[src/rtl/bcd_updown_counter.sv]
// Multi-digit modulo-RADIX up/down counter with clear, parallel load, count
// enable, combinational terminal-count cascade output and sticky ovf/err flags.
module bcd_updown_counter #(
  parameter int DIGITS = 2,
  parameter int RADIX  = 10
) (
  input  logic                  clk,
  input  logic                  r,
  input  logic                  en,
  input  logic                  up,
  input  logic                  clr,
  input  logic                  load,
  input  logic [4*DIGITS-1:0]   din,
  output logic [4*DIGITS-1:0]   q,
  output logic                  tc,
  output logic                  ovf,
  output logic                  err
);

  localparam logic [4:0] RADIX_V = 5'(RADIX);
  localparam logic [3:0] MAX_D   = 4'(RADIX - 1);

  logic [4*DIGITS-1:0] count_q, count_d;
  logic                ovf_q, ovf_d;
  logic                err_q, err_d;

  logic [4*DIGITS-1:0] step_s;
  logic [4*DIGITS-1:0] ld_val_s;
  logic [DIGITS-1:0]   ld_bad_s;
  logic [DIGITS:0]     carry_s;
  logic [DIGITS:0]     borrow_s;
  logic                wrap_s;

  assign carry_s[0]  = 1'b1;
  assign borrow_s[0] = 1'b1;

  // carry_s[i] / borrow_s[i]: every digit below i is at max / at zero.
  // Digits holding an illegal value (>= RADIX) count as max so they wrap to 0.
  for (genvar i = 0; i < DIGITS; i++) begin : g_digit
    logic [3:0] cur_s, inc_s, dec_s, din_s;
    logic       at_max_s, at_zero_s, illegal_s;

    assign cur_s     = count_q[4*i +: 4];
    assign din_s     = din[4*i +: 4];
    assign at_max_s  = ({1'b0, cur_s} >= (RADIX_V - 5'd1));
    assign at_zero_s = (cur_s == 4'd0);
    assign illegal_s = ({1'b0, cur_s} >= RADIX_V);

    assign carry_s[i+1]  = carry_s[i] & at_max_s;
    assign borrow_s[i+1] = borrow_s[i] & at_zero_s;

    assign inc_s = at_max_s  ? 4'd0  : (cur_s + 4'd1);
    assign dec_s = at_zero_s ? MAX_D : (illegal_s ? (MAX_D - 4'd1) : (cur_s - 4'd1));

    assign step_s[4*i +: 4] = up ? (carry_s[i]  ? inc_s : cur_s)
                                 : (borrow_s[i] ? dec_s : cur_s);

    assign ld_bad_s[i]        = ({1'b0, din_s} >= RADIX_V);
    assign ld_val_s[4*i +: 4] = ld_bad_s[i] ? 4'd0 : din_s;
  end

  assign wrap_s = en & (up ? carry_s[DIGITS] : borrow_s[DIGITS]);
  assign tc     = wrap_s & ~clr & ~load;

  // Next-state selection: clr > load > en > hold.
  always_comb begin
    count_d = count_q;
    ovf_d   = ovf_q;
    err_d   = err_q;
    if (clr) begin
      count_d = '0;
      ovf_d   = 1'b0;
      err_d   = 1'b0;
    end else if (load) begin
      count_d = ld_val_s;
      err_d   = err_q | (|ld_bad_s);
    end else if (en) begin
      count_d = step_s;
      ovf_d   = ovf_q | wrap_s;
    end else begin
      count_d = count_q;
    end
  end

  // State registers with asynchronous reset.
  always_ff @(posedge clk or posedge r) begin
    if (r) begin
      count_q <= '0;
      ovf_q   <= 1'b0;
      err_q   <= 1'b0;
    end else begin
      count_q <= count_d;
      ovf_q   <= ovf_d;
      err_q   <= err_d;
    end
  end

  assign q   = count_q;
  assign ovf = ovf_q;
  assign err = err_q;

endmodule

[config.mk]
export PLATFORM = sky130hd
export DESIGN_NAME = bcd_updown_counter
export DESIGN_NICKNAME = d
export VERILOG_FILES = /design/src/rtl/bcd_updown_counter.sv
export SDC_FILE = /design/constraint.sdc
export NUM_CORES = 1
export LEC_CHECK = 0
export CAP_MARGIN = 20
export CORE_UTILIZATION = 53
export CTS_CLUSTER_DIAMETER = 200
export DETAILED_ROUTE_END_ITERATION = 10
export PLACE_DENSITY = 0.85
export RECOVER_POWER = 100
export SYNTH_ARGS = -nofsm -noshare
export SYNTH_HDL_FRONTEND = slang
export SYNTH_SLANG_ARGS = --single-unit
[constraint.sdc]
create_clock -name clk -period 2.8 [get_ports clk]
set_input_delay 0.28 -clock clk [delete_from_list [all_inputs] [get_ports clk]]
set_output_delay 0.28 -clock clk [all_outputs]
set_load 0.02 [all_outputs]
==> impl_metrics.ini <==
[worst_hold_path]
hold_class = input port to asynchronous set/reset pin

[setup_path]
path_cells = inv_1 > ha_1 > or3b_1 > nand3_1 > o22a_1 > nor2_1 > clkbuf_1
worst_setup_path_end_kind = output pin
arrival_ns = 2.14
path_delay_family = simple AND/OR/NAND/NOR gates
path_max_fanout = 9
required_ns = 2.52
max_stage_delay_ns = 0.49
critical_path_class = flip-flop to output pin
cp.depth = 7
reg2reg_depth = 7
worst_path_max_delay_cell = dfrtp_1
critPathBufInv = 2
start_kind = flip-flop

[yosys]
yosys_register_bits = 10
synthesis.nets = 157
synthFlopType = dfrtp_1
netlist_area_um2 = 1030
async_reset_ff_share_pct = 100.0
yosysSeqAreaShare_pct = 24.30
yosys_warnings = 0
synth_edf_count = 0
ys_types = 41
syn_inst = 134
syn_area_per_cell_um2 = 7.685

[timing]
slew_violations = 0
fmax_ghz = 0.4136
setup_viol = 0
fin_crit_sh_pct = 86.35
slew_headroom_pct = 73.23
setup_slack_ns = 0.3823
rsz0062_at_grt = no
final.setup.tns_ns = 0
fin_skew_ns = 0.001425
hold_viol = 0
period_needed_ns = 2.418
worst_pin_slew_ns = 0.4011

[power_and_ir_drop]
power_leakage_nw = 0.5792
p_per_area_nw_per_um2 = 376.4
peakVddDrop_mv = 0.3724

[clocking]
clock-root-buffer = clkbuf_4
h-tree-depth = 1
cts.sinks = 10
path_clk_slew_ns = 0.07
numCtsBuffers = 3
postCtsHoldBufs = 0
cts_tree = done
post_cts_buffers = 0
cts_buffer_depth = 2
clock_latency_ns = 0.26

[placed_design]
routabilityCongestion = 0.8624
dpl.cell_count = 180
portBuffers = 24
post-dp-hpwl_um = 2095
pre_cts_ws_ns = 0.3168

[floorplanning]
die_area_um2 = 2123
start_util_pct = 57.75
core_region_area_um2 = 1783
die_y_um = 46.08
die-width_um = 46.08
num_rows = 15
io_pins = 25

[routing]
route.antenna.remaining_nets = 0
via_per_inst = 6.207
dr.pass1.iters = 4
wl_per_cell_um = 14.96
wl_um = 2753
drt_iter0_drc = 45
drc_errors = 0
vias = 1142

[global_route]
busiest_layer = met2
grt_max_degree = 13
met2_usage_pct = 44.23
grtUsageMet3_pct = 1.176
grt_pass1_vias = 1021
grt_first_pass_wirelength_um = 4326
globalRouteMet1Util_pct = 42.09
grt_use_total_pct = 28.38
antenna_found_initial = 0
grt_overflow = 0

[final_layout]
area_growth_pct = 27.58
n_antenna_cell = 0
layout-drive-gt1-share_pct = 8.176
finalNetCount = 183
instances_no_fill = 184

[flow_run]
cap_violations = 0

[outcome]
status = completed
[path summary, 6_finish.rpt]
| check | start | end | slack (ns) |
|---|---|---|---|
| min reg2reg | ovf$_DFFE_PP0P_ | ovf$_DFFE_PP0P_ | 0.50 |
| min in group clk | ovf$_DFFE_PP0P_ | ovf$_DFFE_PP0P_ | 0.50 |
| max in group asynchronous | r | q[1]$_DFFE_PP0P_ | 2.06 |
| max reg2reg | q[0]$_DFFE_PP0P_ | q[6]$_DFFE_PP0P_ | 0.61 |
| max | q[0]$_DFFE_PP0P_ | tc | 0.38 |
| min | r | err$_DFFE_PP0P_ | 0.44 |
[flip-flops by register name, indices dropped and copies added, names as in the netlist]
name  count
q         8
ovf       1
err       1
[metrics by stage]
stage / util, % / hold slack (ns) / total power, mW / cell area (um2)
detailed placement: 72.98 / 0.4776 / 0.3767 / 1301
CTS: 75.09 / 0.2958 / 0.5100 / 1339
global placement: 72.98 / 0.4644 / 0.3706 / 1301
global route: 73.68 / 0.4589 / 0.5247 / 1314
finish: 73.68 / 0.4354 / 0.4945 / 1314
floorplan: - / 0.1202 / 0.3011 / 1030
[report_power, final]
part	internal [mW]	switching, mW
clock	0.0789	0.0487
combinational	0.0848	0.104
sequential	0.155	0.0230
total	0.319	0.175
[Yosys cell counts, types with 2 or more instances]
cell type	n	area (um2)
o21ai_0	11	55.05
nand2_1	11	41.29
buf_2	3	15.01
nor3_1	5	25.02
a21oi_1	10	50.05
nand3b_1	2	15.01
dfrtp_1	10	250.2
o211ai_1	2	15.01
inv_1	10	37.54
clkbuf_1	4	15.01
nand2b_1	2	12.51
ha_1	9	112.6
nor2b_1	5	31.28
nand4_1	2	12.51
nand3_1	9	45.04
nor2_1	11	41.29
o32ai_1	2	17.52
o22a_1	2	17.52
o2111ai_1	2	17.52
[placed cells by master (no fill, tap or decap), types with 2 or more instances in the layout]
cell type / count
dlygate4sd3_1: 13
o21ai_0: 11
nand2_1: 11
nor2_1: 11
inv_1: 10
a21oi_1: 10
clkdlybuf4s50_1: 10
nand3_1: 9
ha_1: 9
dfrtp_1: 9
nor2b_1: 5
nor3_1: 5
buf_4: 4
nand2b_1: 3
clkbuf_4: 3
o2111ai_1: 2
nand4_1: 2
o22a_1: 2
nand3b_1: 2
o32ai_1: 2
o211ai_1: 2
[routing by layer]
| layer | vias to the layer above | wire, um |
|---|---|---|
| li1 | 548 | - |
| met1 | 541 | 1281 |
| met2 | 51 | 1278 |
| met3 | 2 | 183 |
| met4 | 0 | 10 |
| met5 | - | 0 |
[layout make-up]
class                   instances  area [um2]
multi-input cells             107       693.2
inverters                      10       37.54
flip-flops and latches         10       251.5
fillers                       147       469.2
repair buffers                 28       264.0
well taps                      25       31.28
clock buffers                   4       36.28
[logic make-up (layout without fill, tap and decap cells)]
kind of cell	after synthesis	count (layout)	share of synthesized area, %
AND/OR/NAND/NOR	55	55	29.16
buffers and inverters	17	42	6.561
flip-flops	10	10	24.30
AO/OA/AOI/OAI	43	43	29.04
adder cells (fa/ha/maj)	9	9	10.94
[repair_timing]
item                                    4_1_cts  5_1_grt
endpoints found under the setup margin        1        1
pin swaps                                     0        0
gates resized for setup                       1        3
[worst reg2reg max path: stages, from the launching register on]
cell and delay (ns):
dfrtp_1 0.47, inv_1 0.12, ha_1 0.25, or3b_1 0.44, a22o_1 0.28, nand2b_1 0.20
o21a_1 0.12, o22a_1 0.20
Note: power is estimated with default switching activity, not from simulation.
